[config.mk]
export PLATFORM = sky130hd
export DESIGN_NAME = instr_fetch_unit
export DESIGN_NICKNAME = d
export VERILOG_FILES = /design/src/rtl/instr_fetch_unit.sv
export SDC_FILE = /design/constraint.sdc
export NUM_CORES = 1
export LEC_CHECK = 0
export BUFFER_PORTS_ARGS = -buffer_cell sky130_fd_sc_hd__clkbuf_2
export CORE_UTILIZATION = 46
export DETAILED_ROUTE_END_ITERATION = 8
export GPL_ROUTABILITY_DRIVEN = 0
export HOLD_SLACK_MARGIN = 0.06
export PLACE_DENSITY = 0.76
export SYNTH_ARGS = -nofsm -noshare
export SYNTH_HDL_FRONTEND = slang
export SYNTH_SLANG_ARGS = --single-unit
[constraint.sdc]
create_clock -name clk -period 3.5 [get_ports clk]
set_input_delay 0.875 -clock clk [delete_from_list [all_inputs] [get_ports clk]]
set_output_delay 0.875 -clock clk [all_outputs]
set_load 0.01 [all_outputs]
[src/rtl/instr_fetch_unit.sv]
// Multicycle MIPS fetch unit: owns the PC, fetches over req/ack,
// hands one instruction per EXEC cycle to control_unit.
module instr_fetch_unit #(
  parameter logic [31:0] RESET_PC      = 32'h0000_0000,
  parameter int unsigned FETCH_TIMEOUT = 16
) (
  input  logic        clk,
  input  logic        rst,
  input  logic [3:0]  pc_control,
  input  logic [31:0] jr_target,
  input  logic        imem_ack,
  input  logic [31:0] imem_rdata,
  output logic        imem_req,
  output logic [31:0] imem_addr,
  output logic [31:0] instruction,
  output logic        instr_valid,
  output logic [31:0] pc,
  output logic [31:0] pc_plus4,
  output logic        fetch_fault,
  output logic [1:0]  fault_code,
  output logic [31:0] fault_addr
);

  typedef enum logic [1:0] {
    S_FETCH,
    S_EXEC,
    S_FAULT
  } state_t;

  localparam logic [7:0] LP_TO_LAST = 8'(FETCH_TIMEOUT - 1);

  state_t      r_state;
  state_t      w_next_state;
  logic [31:0] r_pc;
  logic [31:0] r_instr;
  logic [7:0]  r_cnt;
  logic [1:0]  r_fault_code;
  logic [31:0] r_fault_addr;
  logic [31:0] w_pc_plus4;
  logic [31:0] w_next_pc;
  logic [31:0] w_br_off;
  logic        w_misaligned;
  logic        w_timeout;

  assign w_pc_plus4   = r_pc + 32'd4;
  assign w_br_off     = {{14{r_instr[15]}}, r_instr[15:0], 2'b00};
  assign w_misaligned = |w_next_pc[1:0];
  assign w_timeout    = (r_cnt == LP_TO_LAST);

  always_comb begin
    w_next_pc = w_pc_plus4;
    case (pc_control)
      4'b0001: w_next_pc = {w_pc_plus4[31:28], r_instr[25:0], 2'b00};
      4'b0010: w_next_pc = jr_target;
      4'b0011: w_next_pc = w_pc_plus4 + w_br_off;
      default: w_next_pc = w_pc_plus4;
    endcase
  end

  always_ff @(posedge clk) begin
    if (rst) r_state <= S_FETCH;
    else     r_state <= w_next_state;
  end

  always_comb begin
    w_next_state = r_state;
    case (r_state)
      S_FETCH: begin
        if (imem_ack)       w_next_state = S_EXEC;
        else if (w_timeout) w_next_state = S_FAULT;
      end
      S_EXEC: begin
        if (w_misaligned) w_next_state = S_FAULT;
        else              w_next_state = S_FETCH;
      end
      default: w_next_state = S_FAULT;
    endcase
  end

  always_comb begin
    imem_req    = (r_state == S_FETCH) && !rst;
    instr_valid = (r_state == S_EXEC);
    fetch_fault = (r_state == S_FAULT);
  end

  always_ff @(posedge clk) begin
    if (rst) begin
      r_pc         <= RESET_PC;
      r_instr      <= 32'h0;
      r_cnt        <= 8'h0;
      r_fault_code <= 2'b00;
      r_fault_addr <= 32'h0;
    end else begin
      case (r_state)
        S_FETCH: begin
          if (imem_ack) begin
            r_instr <= imem_rdata;
            r_cnt   <= 8'h0;
          end else if (w_timeout) begin
            r_fault_code <= 2'b01;
            r_fault_addr <= r_pc;
          end else begin
            r_cnt <= r_cnt + 8'd1;
          end
        end
        S_EXEC: begin
          if (w_misaligned) begin
            r_fault_code <= 2'b10;
            r_fault_addr <= w_next_pc;
          end else begin
            r_pc <= w_next_pc;
          end
        end
        default: ;
      endcase
    end
  end

  assign imem_addr   = r_pc;
  assign pc          = r_pc;
  assign pc_plus4    = w_pc_plus4;
  assign instruction = r_instr;
  assign fault_code  = r_fault_code;
  assign fault_addr  = r_fault_addr;

endmodule

==> results of run 1 <==
-- state kept, by name, summed over array words and instances (netlist names) --
name / count
fault_code: 2
imem_addr: 32
r_state: 2
r_cnt: 8
fault_addr: 32
instruction: 32
-- worst min-delay path, delay by kind of cell (launching register included) --
| family | cells | cell delay, ps |
|---|---|---|
| AND/OR/NAND/NOR | 1 | 50 |
| AO/OA/AOI/OAI | 1 | 50 |
| flip-flops | 1 | 310 |
-- layout make-up --
cell class,instances,area share (%)
clock buffers,9,2.026
clock inverters,7,0.7654
inverters,21,0.7091
multi-input cells,736,50.72
flip-flops and latches,108,19.75
well taps,216,2.431
repair buffers,422,23.59
-- logic make-up (layout without fill, tap and decap cells) --
group | Yosys count | after routing | share of synthesized area, %
muxes | 11 | 11 | 1.443
buffers and inverters | 120 | 459 | 9.632
DFF | 108 | 108 | 28.02
AOI/OAI and AO/OA | 311 | 311 | 28.49
and+or+nand+nor | 326 | 326 | 20.43
adders and majority gates | 37 | 37 | 6.097
xor gates and xnor gates | 51 | 51 | 5.886
-- how the worst max path moves through the flow --
stage | from | to | slack [ps] | depth (start not counted)
floorplan | imem_addr[3] | fault_addr[31] | -3 | 17
global placement | imem_addr[3] | fault_addr[29] | -380 | 17
detailed placement | imem_addr[3] | fault_addr[29] | -420 | 17
CTS | imem_addr[3] | fault_addr[29] | -40 | 17
global route | imem_addr[2] | imem_addr[29] | -330 | 17
finish | imem_addr[2] | fault_addr[29] | -210 | 16
-- placed cells by master, fill, tap and decap left out, types with 9 or more instances in the layout --
master and count:
sky130_fd_sc_hd__clkbuf_2 235, sky130_fd_sc_hd__buf_4 178, sky130_fd_sc_hd__nand2_1 102, sky130_fd_sc_hd__dfxtp_1 95, sky130_fd_sc_hd__nor2_1 79, sky130_fd_sc_hd__a21oi_1 70, sky130_fd_sc_hd__a22o_1 33, sky130_fd_sc_hd__o21ai_0 31
sky130_fd_sc_hd__nor3_1 24, sky130_fd_sc_hd__nand3_1 22, sky130_fd_sc_hd__ha_1 19, sky130_fd_sc_hd__inv_1 17, sky130_fd_sc_hd__xnor2_1 17, sky130_fd_sc_hd__xor2_1 16, sky130_fd_sc_hd__ha_4 16, sky130_fd_sc_hd__a21o_1 14
sky130_fd_sc_hd__o22ai_1 14, sky130_fd_sc_hd__nand4_1 13, sky130_fd_sc_hd__a21oi_2 13, sky130_fd_sc_hd__a211oi_1 13, sky130_fd_sc_hd__o221ai_1 11, sky130_fd_sc_hd__mux2i_1 10, sky130_fd_sc_hd__o211ai_1 10, sky130_fd_sc_hd__nor2_2 9
sky130_fd_sc_hd__o21a_1 9, sky130_fd_sc_hd__clkbuf_16 9
-- power groups by stage --
stage / registers [uW] / logic (uW) / clock network, uW
floorplan: 1420 / 525 / 0
detailed placement: 1390 / 958 / 0
global placement: 1390 / 944 / 0
global route: 1380 / 1180 / 1150
CTS: 1360 / 996 / 1100
finish: 1370 / 1110 / 1090
-- metal layers --
layer | wire (um) | GRT usage, %
met4 | 2322 | 22.42
met1 | 11770 | 42.14
met2 | 14670 | 55.23
met5 | 0 | 0
met3 | 3561 | 5.594
-- repair_timing --
action / 4_1_cts / 5_1_grt
buffers inserted: 16 / 23
hold buffers: 0 / 0
setup endpoints to repair: 27 / 39
gates resized for setup: 44 / 107
pin swaps: 30 / 54
-- metrics by stage --
| step | power [uW] | instance area (um2) | hold slack (ps) | TNS, ps |
|---|---|---|---|---|
| 2_1_floorplan | 1949 | 7818 | 458.8 | -3.340 |
| 3_3_place_gp | 2334 | 9752 | 443.3 | -963.4 |
| 3_5_place_dp | 2349 | 9752 | 443.9 | -2564 |
| 4_1_cts | 3460 | 10410 | 456.5 | -47.63 |
| 5_1_grt | 3710 | 11120 | 479.2 | -4849 |
| 6_report | 3572 | 11120 | 451.9 | -1227 |
==> metrics.cfg, run 1 <==
[cts]
cts-root-buf=sky130_fd_sc_hd__clkbuf_16
tritoncts=yes
worst_setup_hold_path_clk_slew_ps=80
insertion_delay_ps=370
numClockSinks=108
h_tree_depth=3
ctsLongestPathBuffers=2
cts_made_buffers=9

[worst_hold_path]
min-delay-start=fault_addr[23]
timing.hold.worst_path_depth=2
worstHoldPathType=reg2reg
worstHoldEndpoint=fault_addr[23]

[synth]
number_of_enable_flip_flop_cells_after_synthesis=0
postSynthRegisterBits=108
synthTopCellsByArea=sky130_fd_sc_hd__dfxtp_1 28%, sky130_fd_sc_hd__ha_1 5.8%, sky130_fd_sc_hd__a21oi_1 5.4%
ys.flop_type=sky130_fd_sc_hd__dfxtp_1
synth_most_common_cell=sky130_fd_sc_hd__dfxtp_1
synth_area_leader=sky130_fd_sc_hd__dfxtp_1
ys.warnings.count=0
netlist_top_cells_count=108 x sky130_fd_sc_hd__dfxtp_1, 106 x sky130_fd_sc_hd__nand2_1, 90 x sky130_fd_sc_hd__nor2_1
syn_inst=964
seq_area_frac_synth_pct=28.02
synth_async_sr_flop_share_pct=0
synth.top_cell.area_share_pct=28.02
postSynthAreaPerCell_um2=8.004
yosysUniqueCellTypes=89
syn_area_um2=7716
net_count_after_synthesis=1072

[routing]
first_iteration_detailed_routing_drc_count=1179
drtPass1Iterations=7
postRouteAntennaNets=0
via_count=9510
routed_wirelength_um=32330
drc_violation_count_after_routing=0
route.detailed.wl_per_inst_um=21.28
vias_per_cell=6.261

[pwr]
power.ir.vdd_worst_mv=0.2540
power.switching_fraction_pct=34.68
comb_power_share_pct=31.1
power_report.internal_total_uw=2333
power.share.sequential_pct=38.3
power_switching_uw=1239
clock_power_share_pct=30.6
power_per_unit_of_standard_cell_area_nw_per_um2=321.3
cellLeakagePower_uw=0.005122

[sta]
rsz0062_at_grt=true
relSlewSlack_pct=36.93
maxClockFrequency_mhz=269.5
final.min_clock_period_ps=3711
tightestPinTransition_ps=945.9
setup_viol_count_final=16
skew_ps=9.442
timing.final.crit_share_pct=106.0
timing_hold_violations_final=0
postLayoutSetupSlackWorst_ps=-210.7
final-max-slew-violation-count=0

[critical_path]
timing.critical_path.to_type=flop
worst-path-buf-inv=0
critPathLaunchType=flop
worst-endpoint-required_ps=3790
critPathSlowestCell=sky130_fd_sc_hd__dfxtp_4
worstRegToRegCells=16
crit_top_cell=sky130_fd_sc_hd__nand4_1
critical-path-max-stage-delay_ps=370
worst-setup-path-type=reg2reg
cell_chain_of_the_critical_path=ha_4, nand4_1, nor3_4, and3_4, nand4_1, xnor2_2, ha_4, nand4_1, nor3_4, nand4_1, nor4b_4, a221oi_2, mux2i_1, nor2_2, o2111ai_2, a31oi_1
largest_delay_share_family_worst_path=simple AND/OR/NAND/NOR gates
reg2reg_setup_slack_ps=-210
regToRegStartpoint=imem_addr[2]
arrival_ps=4000
worstPathMaxFanout=4
crit-reg2reg-capture=fault_addr[29]

[place]
io_buffer_count=235
dp.cells=1467
place_hpwl_um=22390
place_ws_ps=-419.3

[finish]
seq_area_um2=2196
layout-drive-gt1-share_pct=46.05
syn_to_final_growth_pct=44.06
postLayoutCoreUtil_pct=68.98
finish.net_count=1406
n_fill_cell=1234
fin_cells=1519
antenna_cells_inserted=0
multi_input_area_um2=5638

[global_route]
number_of_antenna_violations_at_the_first_check_in_global_routing=0
groute.usage.overall_pct=34.28
grt_first_pass_wirelength_um=46770
grt-ovfl-total=0
number_of_global_route_vias_before_repair=8740
largest_net_degree_at_the_start_of_global_routing=66

[floorplanning]
placement_rows=46
die_x_um=131.5
start_util_pct=47.88
num_io_pins=236
fp.dieArea_um2=17300
core_um2=16120
die_h_um=131.5

[run_status]
outcome=complete, but fails checks
violations=negative setup slack

[run]
timing.max_cap.violations=0

(Power assumes the default switching activity.)
==> run 2, diff against run 1 <==
- ABC_AREA: unset -> 1
- CORE_UTILIZATION: 46 -> 48
- PLACE_DENSITY: 0.76 -> 0.78
==> metrics.cfg, run 2 <==
[synth]
yosysUniqueCellTypes=43  ; -52%
ys.flop_type=sky130_fd_sc_hd__dfxtp_1
ys.warnings.count=0  ; unchanged
postSynthAreaPerCell_um2=6.259  ; -22%
net_count_after_synthesis=1382  ; +29%
syn_inst=1274  ; +32%
netlist_top_cells_count=383 x sky130_fd_sc_hd__nand2_1, 166 x sky130_fd_sc_hd__inv_1, 108 x sky130_fd_sc_hd__dfxtp_1
synth_most_common_cell=sky130_fd_sc_hd__nand2_1
syn_area_um2=7974  ; +3.3%
synth_async_sr_flop_share_pct=0  ; unchanged
seq_area_frac_synth_pct=27.11  ; -0.91 points
synth_area_leader=sky130_fd_sc_hd__dfxtp_1
postSynthRegisterBits=108  ; unchanged
number_of_enable_flip_flop_cells_after_synthesis=0  ; unchanged
synthTopCellsByArea=sky130_fd_sc_hd__dfxtp_1 27%, sky130_fd_sc_hd__nand2_1 18%, sky130_fd_sc_hd__inv_1 7.8%
synth.top_cell.area_share_pct=27.11  ; -0.91 points

[routing]
routed_wirelength_um=29530  ; -8.7%
detailroute.wirelength.met3_um=3000  ; -16%
m1WireLength_um=11460  ; -2.7%
postRouteAntennaNets=0  ; unchanged
drc_violation_count_after_routing=0  ; unchanged
detailroute.wirelength.met2_um=13350  ; -9.0%
drtPass1Iterations=6  ; -1
via_count=9628  ; +1.2%
vias_per_cell=5.601  ; -11%
highest-signal-layer=met4
route.detailed.wl_per_inst_um=17.18  ; -19%
first_iteration_detailed_routing_drc_count=1005  ; -15%

[sta]
timing.final.crit_share_pct=96.86  ; -9.2 points
setup_viol_count_final=0  ; -16
tightestPinTransition_ps=1138  ; +192.1 ps
postLayoutSetupSlackWorst_ps=109.8  ; +320.5 ps
skew_ps=8.713  ; -0.7289 ps
relSlewSlack_pct=24.03  ; -13 points
final-max-slew-violation-count=0  ; unchanged
final.min_clock_period_ps=3390  ; -320.5 ps
timing_hold_violations_final=0  ; unchanged
worst_hold_slack_ps=468.8  ; +16.87 ps
maxClockFrequency_mhz=295.0  ; +9.5%
rsz0062_at_grt=true

[critical_path]
regToRegStartpoint=imem_addr[2]
worst-endpoint-required_ps=3720  ; -70 ps
worstRegToRegCells=23  ; +7
critPathSlowestCell=sky130_fd_sc_hd__dfxtp_2
worstPathMaxFanout=5  ; +1
reg2reg_setup_slack_ps=110  ; +320 ps
timing.critical_path.to_type=flop
critical-path-max-stage-delay_ps=380  ; about the same
critPathLaunchType=flop
crit_top_cell=sky130_fd_sc_hd__nand2_1
worst-setup-path-type=reg2reg
cell_chain_of_the_critical_path=ha_2, nand2_1, nor2_4, buf_4, nand2_1, nor2_1, nand2_1, xor2_2, inv_1, ha_4, nand2_1, nor2_2, nand2_1, nor2_1, nand2_1, nand3_1, nand2_1, nand3_1, nand2_1, nand2_1, nand2_1, nand2_1, a21oi_1
worst-path-buf-inv=2  ; +2
largest_delay_share_family_worst_path=simple AND/OR/NAND/NOR gates
crit-reg2reg-capture=fault_addr[26]
arrival_ps=3610  ; -390 ps

[worst_hold_path]
min-delay-start=fault_addr[1]
timing.hold.worst_path_depth=2  ; unchanged
worstHoldPathType=reg2reg
worstHoldEndpoint=fault_addr[1]

[finish]
postLayoutCoreUtil_pct=61.94  ; -7.0 points
layout.cells.most_common_list=380 x sky130_fd_sc_hd__nand2_1, 235 x sky130_fd_sc_hd__clkbuf_2, 165 x sky130_fd_sc_hd__inv_1
syn_to_final_growth_pct=24.73
finish.net_count=1606  ; +14%
antenna_cells_inserted=0  ; unchanged
layout_commonest_cell=sky130_fd_sc_hd__nand2_1
layout-drive-gt1-share_pct=25.42  ; -21 points

[cts]
tritoncts=yes
numClockSinks=108  ; unchanged
ctsLongestPathBuffers=2  ; unchanged
cts-root-buf=sky130_fd_sc_hd__clkbuf_16
h_tree_depth=3  ; unchanged
worst_setup_hold_path_clk_slew_ps=70  ; about the same
cts_made_buffers=9  ; unchanged
insertion_delay_ps=370  ; about the same

[pwr]
power_per_unit_of_standard_cell_area_nw_per_um2=366.4  ; +14%
power.ir.vdd_worst_mv=0.2644  ; +4.1%
cellLeakagePower_uw=0.005117  ; about the same

[global_route]
number_of_antenna_violations_at_the_first_check_in_global_routing=0  ; unchanged
largest_net_degree_at_the_start_of_global_routing=64  ; -3.0%
grt_first_pass_wirelength_um=44420  ; -5.0%
number_of_global_route_vias_before_repair=8657  ; -0.95%
grt-ovfl-total=0  ; unchanged
groute.usage.overall_pct=34.31  ; +0.036 points

[place]
io_buffer_count=235  ; unchanged
place_ws_ps=-92.34  ; +327.0 ps
place_hpwl_um=22920  ; +2.4%

[run_status]
outcome=finished clean

[floorplanning]
die_x_um=130.9  ; -0.48%
num_io_pins=236  ; unchanged
core_um2=16060  ; -0.36%
die_h_um=130.9  ; -0.48%
placement_rows=46  ; unchanged
fp.dieArea_um2=17130  ; -0.95%
start_util_pct=49.66  ; +1.8 points

[run]
timing.max_cap.violations=0  ; unchanged

## run 2: cell count changes after synthesis, sizes merged, moves of 12 or more
| cell | previous run | this run |
|---|---|---|
| nand2 | 107 | 386 |
| inv | 21 | 171 |
| o21ai | 41 | 106 |
| nand3 | 29 | 58 |
| clkbuf | 42 | 19 |
| xnor2 | 26 | 4 |
| a211oi | 21 | 1 |
| a21o | 17 | 0 |
| nor3 | 28 | 14 |
| o221ai | 14 | 0 |
| and3 | 13 | 0 |
| o22ai | 14 | 2 |
## run 2: timing repair
item | 4_1_cts | 5_1_grt
resized for setup | 8 | 49
pin swaps | 0 | 8
setup buffers | 0 | 9
setup endpoints to repair | 12 | 36
hold endpoints to repair | 0 | 0
hold buffers | 0 | 0
## run 2: worst min-delay path: stages (launching register included)
cell and delay (ps):
sky130_fd_sc_hd__dfxtp_1 310, sky130_fd_sc_hd__nand2_1 60, sky130_fd_sc_hd__a21oi_1 50
## run 2: layout make-up
type | count | area, um2
fill | 1494 | 6112
multi-input combinational | 921 | 4916
sequential | 108 | 2185
timing repair buffer | 287 | 1592
inverter | 171 | 641.9
tap | 216 | 270.3
clock buffer | 11 | 252.7
clock inverter | 5 | 88.84
## run 2: where the power goes
group	leakage, uW	internal [uW]	switching, uW
Combinational	0.00406	385	628
Sequential	0.000891	1330	111
Clock	0.000168	676	514
Total	0.00512	2390	1250
## run 2: kinds of logic (layout without fill, tap and decap cells)
group | count (synthesis) | count (layout) | synth area share, %
AND/OR/NAND/NOR | 601 | 601 | 31.90
buffers and inverters | 245 | 474 | 13.73
AO/OA/AOI/OAI | 261 | 261 | 18.94
adder cells (fa/ha/maj) | 37 | 37 | 5.900
flip-flops | 108 | 108 | 27.11
XOR/XNOR | 22 | 22 | 2.416
## run 2: per-stage QoR
| step | TNS (ps) | total power, uW | cell area [um2] | instances |
|---|---|---|---|---|
| 2_1_floorplan | 0 | 2040 | 7974 | 1274 |
| 3_3_place_gp | 0 | 2414 | 9323 | 1694 |
| 3_5_place_dp | -380.5 | 2428 | 9323 | 1694 |
| 4_1_cts | 0 | 3604 | 9681 | 1710 |
| 5_1_grt | -696.3 | 3809 | 9946 | 1719 |
| 6_report | 0 | 3644 | 9946 | 1719 |
## run 2: metal layers
layer,global-route usage (%),vias up
met2,55.74,589
met3,6.026,116
met1,42.50,4345
met4,20.49,0
met5,0,-
li1,-,4578
## run 2: worst max path at each step
stage | startpoint | endpoint | slack, ps | cells after the start
after global routing | imem_addr[24] | fault_addr[31] | -80 | 20
after floorplan | imem_addr[3] | imem_addr[20] | 440 | 22
after CTS | imem_addr[2] | fault_addr[26] | 10 | 22
final | imem_addr[2] | fault_addr[26] | 110 | 23
after global placement | imem_addr[9] | fault_addr[27] | 20 | 23
after detailed placement | imem_addr[3] | fault_addr[21] | -90 | 24
